## src/rtl/sigmoid_pipe.sv

```systemverilog
// Pipelined sigmoid: 16-segment piecewise-linear interpolation over |x| in [0,8),
// negative inputs mirrored through sigmoid(-x) = 1 - sigmoid(x).
// Three register stages, with a valid/ready handshake, tag pass-through and a
// saturating count of accepted inputs with |x| >= 8.0.
module sigmoid_pipe #(
  parameter int unsigned IN_W     = 16,
  parameter int unsigned IN_FRAC  = 8,
  parameter int unsigned OUT_FRAC = 8,
  parameter int unsigned TAG_W    = 4,
  parameter int unsigned CNT_W    = 16
) (
  input  logic                clk,
  input  logic                reset,
  input  logic                in_valid,
  output logic                in_ready,
  input  logic [IN_W-1:0]     in_x,
  input  logic [TAG_W-1:0]    in_tag,
  output logic                out_valid,
  input  logic                out_ready,
  output logic [OUT_FRAC:0]   out_y,
  output logic [TAG_W-1:0]    out_tag,
  input  logic                clear,
  output logic [CNT_W-1:0]    sat_cnt
);

  localparam int unsigned OUT_W = OUT_FRAC + 1;
  localparam int unsigned A_W   = IN_W + 1;
  localparam int unsigned F_W   = IN_FRAC - 1;
  localparam int unsigned P_W   = OUT_W + F_W;

  localparam logic [OUT_W-1:0] ONE     = {1'b1, {OUT_FRAC{1'b0}}};
  localparam logic [A_W-1:0]   SAT_LIM = A_W'(8 << IN_FRAC);

  // round(2^OUT_FRAC / (1 + e^(-k/2))) in 64-bit fixed point so the table is
  // built from integer constants at elaboration time.
  function automatic logic [OUT_W-1:0] tab_entry(input int unsigned k);
    longint term;
    longint q;
    longint ek;
    longint den;
    longint num;
    // e^(-1/2) in Q30 via Taylor series
    term = 64'sd1 <<< 30;
    q    = term;
    for (int n = 1; n < 20; n++) begin
      term = -term / longint'(2 * n);
      q    = q + term;
    end
    ek = 64'sd1 <<< 30;
    for (int unsigned i = 0; i < k; i++) begin
      ek = (ek * q) >>> 30;
    end
    den = (64'sd1 <<< 30) + ek;
    // 2^(OUT_FRAC+30) / den, rounded to nearest
    num = (64'sd1 <<< (OUT_FRAC + 31)) + den;
    return OUT_W'(num / (64'sd2 * den));
  endfunction

  logic [OUT_W-1:0] tab [17];

  for (genvar k = 0; k < 17; k++) begin : g_tab
    localparam logic [OUT_W-1:0] TabVal = tab_entry(k);
    assign tab[k] = TabVal;
  end

  // Whole pipe advances together; no bubble collapse.
  logic en;
  logic accept;

  assign en       = !out_valid || out_ready;
  assign in_ready = en;
  assign accept   = in_valid && in_ready;

  // ---------------- S1 front end ----------------
  logic [A_W-1:0] x_ext;
  logic [A_W-1:0] a_abs;
  logic           sat_in;

  // One extra bit so |most negative input| does not overflow.
  assign x_ext  = {in_x[IN_W-1], in_x};
  assign a_abs  = in_x[IN_W-1] ? -x_ext : x_ext;
  assign sat_in = a_abs >= SAT_LIM;

  logic             s1_valid;
  logic             s1_sign;
  logic             s1_sat;
  logic [3:0]       s1_idx;
  logic [F_W-1:0]   s1_frac;
  logic [TAG_W-1:0] s1_tag;

  // Stage 1: sign, saturation flag, segment index (0.5 step) and fraction.
  always_ff @(posedge clk or posedge reset) begin
    if (reset) begin
      s1_valid <= 1'b0;
      s1_sign  <= 1'b0;
      s1_sat   <= 1'b0;
      s1_idx   <= '0;
      s1_frac  <= '0;
      s1_tag   <= '0;
    end else if (en) begin
      s1_valid <= in_valid;
      s1_sign  <= in_x[IN_W-1];
      s1_sat   <= sat_in;
      s1_idx   <= a_abs[IN_FRAC+2:IN_FRAC-1];
      s1_frac  <= a_abs[IN_FRAC-2:0];
      s1_tag   <= in_tag;
    end
  end

  // ---------------- S2 table fetch and slope product ----------------
  logic [4:0]       idx_nxt;
  logic [OUT_W-1:0] base;
  logic [OUT_W-1:0] diff;
  logic [P_W-1:0]   prod;

  // Table is monotone, so diff never underflows.
  assign idx_nxt = {1'b0, s1_idx} + 5'd1;
  assign base    = tab[s1_idx];
  assign diff    = tab[idx_nxt] - base;
  assign prod    = P_W'(diff) * P_W'(s1_frac);

  logic             s2_valid;
  logic             s2_sign;
  logic             s2_sat;
  logic [OUT_W-1:0] s2_base;
  logic [P_W-1:0]   s2_prod;
  logic [TAG_W-1:0] s2_tag;

  // Stage 2: register segment base and full-width slope*fraction product.
  always_ff @(posedge clk or posedge reset) begin
    if (reset) begin
      s2_valid <= 1'b0;
      s2_sign  <= 1'b0;
      s2_sat   <= 1'b0;
      s2_base  <= '0;
      s2_prod  <= '0;
      s2_tag   <= '0;
    end else if (en) begin
      s2_valid <= s1_valid;
      s2_sign  <= s1_sign;
      s2_sat   <= s1_sat;
      s2_base  <= base;
      s2_prod  <= prod;
      s2_tag   <= s1_tag;
    end
  end

  // ---------------- S3 interpolate, saturate, mirror ----------------
  logic [OUT_W-1:0] m_interp;
  logic [OUT_W-1:0] m_val;
  logic [OUT_W-1:0] y_val;

  // Interpolated value stays within [T[idx], T[idx+1]], so no overflow.
  assign m_interp = s2_base + OUT_W'(s2_prod >> F_W);
  assign m_val    = s2_sat ? ONE : m_interp;
  assign y_val    = s2_sign ? (ONE - m_val) : m_val;

  // Stage 3: output register; holds while downstream is not ready.
  always_ff @(posedge clk or posedge reset) begin
    if (reset) begin
      out_valid <= 1'b0;
      out_y     <= '0;
      out_tag   <= '0;
    end else if (en) begin
      out_valid <= s2_valid;
      out_y     <= y_val;
      out_tag   <= s2_tag;
    end
  end

  // Saturation counter: counted on the accept cycle, sticks at all-ones, clear wins.
  always_ff @(posedge clk or posedge reset) begin
    if (reset) begin
      sat_cnt <= '0;
    end else if (clear) begin
      sat_cnt <= '0;
    end else if (accept && sat_in && (sat_cnt != '1)) begin
      sat_cnt <= sat_cnt + CNT_W'(1);
    end
  end

endmodule

```

## config.mk

```make
export PLATFORM = sky130hd
export DESIGN_NAME = sigmoid_pipe
export DESIGN_NICKNAME = d
export VERILOG_FILES = /design/src/rtl/sigmoid_pipe.sv
export SDC_FILE = /design/constraint.sdc
export NUM_CORES = 1
export LEC_CHECK = 0
export BUFFER_PORTS_ARGS = -buffer_cell sky130_fd_sc_hd__clkbuf_2
export CORE_MARGIN = 4
export CORE_UTILIZATION = 68
export CTS_BUF_LIST = sky130_fd_sc_hd__clkbuf_8
export DETAILED_ROUTE_END_ITERATION = 10
export PLACE_DENSITY = 0.89
export SLEW_MARGIN = 15
export SYNTH_ARGS = -nofsm -noshare
export SYNTH_HDL_FRONTEND = slang
export SYNTH_SLANG_ARGS = --single-unit
export TNS_END_PERCENT = 10
```

## constraint.sdc

```tcl
create_clock -name clk -period 15.99 [get_ports clk]
set_input_delay 1.599 -clock clk [delete_from_list [all_inputs] [get_ports clk]]
set_output_delay 1.599 -clock clk [all_outputs]
set_load 0.01 [all_outputs]
```

==> results of run 1 <==
cells in the mapped netlist (18+ instances only):
library cell / count
nand2_1: 110
dfrtp_1: 73
ha_1: 59
nor2_1: 57
and2_1: 50
o21ai_0: 48
inv_1: 43
fa_1: 35
a21oi_1: 33
xor2_1: 31
clkbuf_1: 24
nand3_1: 18
area by class of cell:
| type | count | area [sq um] |
|---|---|---|
| clock buffers | 9 | 124 |
| clock inverters | 7 | 83.8 |
| fillers | 607 | 2050 |
| inverters | 44 | 165 |
| multi-input cells | 581 | 4210 |
| flip-flops and latches | 73 | 1830 |
| well taps | 108 | 135 |
| repair buffers | 58 | 298 |
cells by family (layout without fill, tap and decap cells):
group / count (synthesis) / after routing
buf+inv: 72 / 118
compound gates: 127 / 127
mux: 7 / 7
xor+xnor: 48 / 48
simple gates: 305 / 305
fa+ha+maj: 94 / 94
flops: 73 / 73
metrics by stage:
stage	hold slack (ns)	utilization, %
2_1_floorplan	0.430	-
3_3_place_gp	0.448	74.6
3_5_place_dp	0.456	74.6
4_1_cts	0.478	76.9
5_1_grt	0.505	76.9
6_report	0.476	76.9
path summary, 6_finish.rpt:
kind                           start          end  slack [ns]  cells after the start
setup / recovery           s1_idx[0]  s2_prod[14]        7.85                     31
hold / removal                s1_sat       s1_sat        0.48                      2
setup reg to reg           s1_idx[0]  s2_prod[14]        7.85                     31
hold reg to reg               s1_sat       s1_sat        0.48                      2
max in group asynchronous      reset   s1_frac[4]       13.91                      3
min in group asynchronous      reset    out_valid        1.49                      3
tightest hold or removal path, cell delays in order, from the launching register on:
cell     delay (ns)
dfrtp_1        0.35
nand2_1        0.05
nand2_1        0.05
flip-flops by register name, summed over array words and instances, names as in the netlist:
name       flops
s2_valid       1
out_y          9
s1_tag         4
s1_sign        1
s2_sat         1
s2_tag         4
s1_sat         1
s1_frac        7
sat_cnt       16
s1_idx         4
s2_base        9
out_valid      1
s2_prod        9
out_tag        4
s2_sign        1
s1_valid       1
per-layer routing:
layer | vias to the layer above | track usage [%] | share of wire (%)
li1 | 2538 | - | -
met1 | 2556 | 36.0 | 40
met2 | 245 | 48.6 | 50
met3 | 43 | 4.97 | 7.0
met4 | 0 | 10.8 | 2.9
met5 | - | 0 | 0
==> reports/metrics.yaml, run 1 <==
placed_cells: 864
synth_top_family_by_area: "simple AND/OR/NAND/NOR gates"
overflow: 0
grt_pass1_wl_mm: 25.8
crit_family: "adder cells"
finalMaxSlewViolations: 0
area_growth_pct: 8.49
critPathMaxStageDelay_ns: 0.55
synth_area_leaders: "dfrtp_1, ha_1, fa_1"
synthXorXnorAreaFrac_pct: 6.67
synthMuxAreaShare_pct: 1.11
dp_slack_ns: 8.00
path_clk_slew_ns: 0.09
cts_root_buf: "clkbuf_8"
core_area_sq_um: 8890
synthCells: 726
synth_compound_area_share_pct: 12.4
ant_nets: 0
avgSynthCellArea_sq_um: 8.68
endpoint_kind: "flip-flop"
drt_iter0_drc: 380
final_cells: 880
track_usage_pct: 28.4
drv_cap: 0
ctsHoldBuffers: 0
viasPerCell: 6.12
fmax_ghz: 0.123
worstPathArrival_ns: 8.35
setup_slack_ns: 7.85
synthAdderAreaFrac_pct: 22.8
max_slew_margin_pct: 40.2
synth-edff-count: 0
detailed_place_hpwl_mm: 11.0
synth_top_area_share_pct: 29.0
num-nets-final: 886
grt_pass1_vias: 5567
start_util_pct: 70.9
synth_simple_gate_area_share_pct: 23.7
chipHeight_um: 104
die_w_um: 104
clock_sinks: 73
drive_gt1_share_pct: 12.0
post_cts_buffers: 0
postPlaceCellArea_sq_um: 6630
finClkSkew_ns: 0.0174
synth_top_area_cell: "dfrtp_1"
rows: 34
tns_ns: 0
cts_tree: "built"
ioPinCount: 56
ys_warn_count: 0
layout_commonest_cell: "nand2_1"
clk_latency_ns: 0.35
cts.path.max_buffers: 2
worstMarginPinSlew_ns: 0.897
path_max_fanout: 12
die_area_sq_um: 10900
setup_viol: 0
min_period_ns: 8.14
final_hold_viol_count: 0
drt-pass1-iter-count: 7
portBuffers: 55
syn_nets: 845
wirelength_mm: 14.8
required_ns: 16.19
final_area_sq_um: 6840
grt_setup_unrepaired: "no"
gp_congestion: 0.983
ys_types: 57
final_cell_mix: "nand2_1, dfrtp_1, ha_1"
yosysSeqAreaShare_pct: 29.0
htreeDepth: 3
cts_resized: 0
hp-class: "flip-flop to flip-flop"
path_buf_inv: 4
route.detailed.drc: 0
grt_max_degree: 74
syn_area_sq_um: 6300
post_drt_wl_per_cell_um: 16.8
fin_crit_sh_pct: 50.9
slowest_stage: "dfrtp_1"
cts_buffers: 9
ys_async_sr_fraction_pct: 100
vias: 5382
cpMostUsedCell: "fa_1"
antenna_found_initial: 0
synth_seq_cells: 73
critPathKind: "flip-flop to flip-flop"
critPathLaunchType: "flip-flop"
status: "complete, no violations"
synth-main-ff-cell: "dfrtp_1"
diodes: 0
Power of run 1 is not shown: default switching activity piles up to over one toggle a cycle in this logic, so the estimate is an artifact.
==> run 2: changes to the inputs <==
Settings changed: CORE_UTILIZATION 68 to 63, PLACE_DENSITY 0.89 to 0.84.
Clock period 15.99 ns to 7.6 ns, I/O delays scaled along.
==> run 2 against run 1 <==
  * Die area increased by 7.3%
  * Critical path depth decreased by 1
  * Non-clock buffer count increased by 8
  * Clock skew decreased by 0.0047 ns
  * Critical endpoint is now s2_prod[12]
==> reports/metrics.yaml, run 2 (synthesis results as in run 1) <==
antenna_found_initial: 0
fin_crit_sh_pct: 94.3
final_hold_viol_count: 0
diodes: 0
ant_nets: 0
r2r_start: "s1_idx[0]"
tns_ns: 0
die_w_um: 108
drive_gt1_share_pct: 14.2
ioPinCount: 56
die_area_sq_um: 11700
crit_family: "adder cells"
setup_viol: 0
slowest_stage: "fa_1"
largest-register: "sat_cnt"
critPathKind: "flip-flop to flip-flop"
num-nets-final: 894
cts_root_buf: "clkbuf_8"
grt_max_degree: 74
path_max_fanout: 7
worstPathArrival_ns: 7.39
max_slew_margin_pct: 39.0
core_area_sq_um: 9770
status: "complete, no violations"
worst_r2r_path_depth: 30
area_growth_pct: 10.7
route.detailed.drc: 0
clk_latency_ns: 0.36
final_area_sq_um: 6980
grt_pass1_vias: 5264
wirelength_mm: 14.4
required_ns: 7.82
detailed_place_hpwl_mm: 10.8
critPathMaxStageDelay_ns: 0.54
chipHeight_um: 108
finClkSkew_ns: 0.0127
vias: 5248
rows: 36
drv_cap: 0
hp-class: "flip-flop to flip-flop"
drt-pass1-iter-count: 5
grt_pass1_wl_mm: 24.7
fmax_ghz: 0.139
layout_commonest_cell: "nand2_1"
largest_reg_flops: 16
overflow: 0
final_cell_mix: "nand2_1, dfrtp_1, ha_1"
drt_iter0_drc: 376
track_usage_pct: 26.0
worstHoldEndpoint: "out_tag[0]"
cts.path.max_buffers: 2
postPlaceCellArea_sq_um: 6720
path_clk_slew_ns: 0.09
post_drt_wl_per_cell_um: 15.7
cts_buffers: 9
r2r_slack_ns: 0.43
endpoint_kind: "flip-flop"
min_period_ns: 7.17
gp_congestion: 0.911
worstMarginPinSlew_ns: 0.915
portBuffers: 55
reg2reg_to: "s2_prod[12]"
whs_path_depth: 2
cts_tree: "built"
finalMaxSlewViolations: 0
clock_sinks: 73
path_buf_inv: 6
critPathLaunchType: "flip-flop"
grt_setup_unrepaired: "no"
worstHoldStart: "out_tag[0]"
start_util_pct: 64.5
viasPerCell: 5.75
htreeDepth: 3
run 2: cell types whose count changed in the layout (fill, tap and decap cells not counted), sizes merged:
cell / before / now
clkinvlp: 1 / 2
buf: 3 / 11
inv: 49 / 48
run 2: final cells by class:
class                           instances  area, sq um
Tap cell                              133          166
Fill cell                             771         2800
Clock inverter                          7         85.1
Inverter                               44          165
Sequential cell                        73         1830
Multi-Input combinational cell        581         4250
Timing Repair Buffer                   66          358
Clock buffer                            9          124
run 2: metrics by stage:
stage / setup slack (ns) / std cells / hold slack [ns] / utilization (%)
CTS: 0.137 / 912 / 0.476 / 70.9
detailed placement: 0.136 / 896 / 0.457 / 68.7
global route: 0.00541 / 913 / 0.478 / 71.4
floorplan: 0.492 / 726 / 0.430 / -
global placement: 0.446 / 896 / 0.446 / 68.7
finish: 0.431 / 913 / 0.476 / 71.4
run 2: worst register-to-register path, delay by kind of cell (launching register included):
family	cells	cell delay, ns
DFF	1	0.39
and+or+nand+nor	4	0.64
adders and majority gates	9	3.46
xor gates and xnor gates	1	0.16
AOI/OAI and AO/OA	10	1.78
buffers and inverters	6	0.59
run 2: per-layer routing:
layer	global-route usage, %	up-vias	wire length [um]
met2	44.0	155	7080
li1	-	2551	-
met4	5.32	0	225
met5	0	-	0
met1	35.8	2524	6280
met3	3.94	18	766
run 2: worst max-delay path by stage:
stage | start | endpoint | slack [ns] | depth (start not counted)
after CTS | s1_idx[0] | s2_prod[12] | 0.14 | 31
after global routing | s1_idx[0] | s2_prod[12] | 0.005 | 30
after floorplan | s1_idx[0] | s2_prod[14] | 0.49 | 32
after detailed placement | s1_idx[0] | s2_prod[12] | 0.14 | 31
final | s1_idx[0] | s2_prod[12] | 0.43 | 30
after global placement | s1_idx[0] | s2_prod[12] | 0.45 | 31
run 2: timing repair:
action | 4_1_cts | 5_1_grt
resized for setup | 0 | 12
hold buffers | 0 | 0
setup endpoints to repair | 0 | 8
buffers inserted | 0 | 1
Power of run 2 is left out for the same reason.
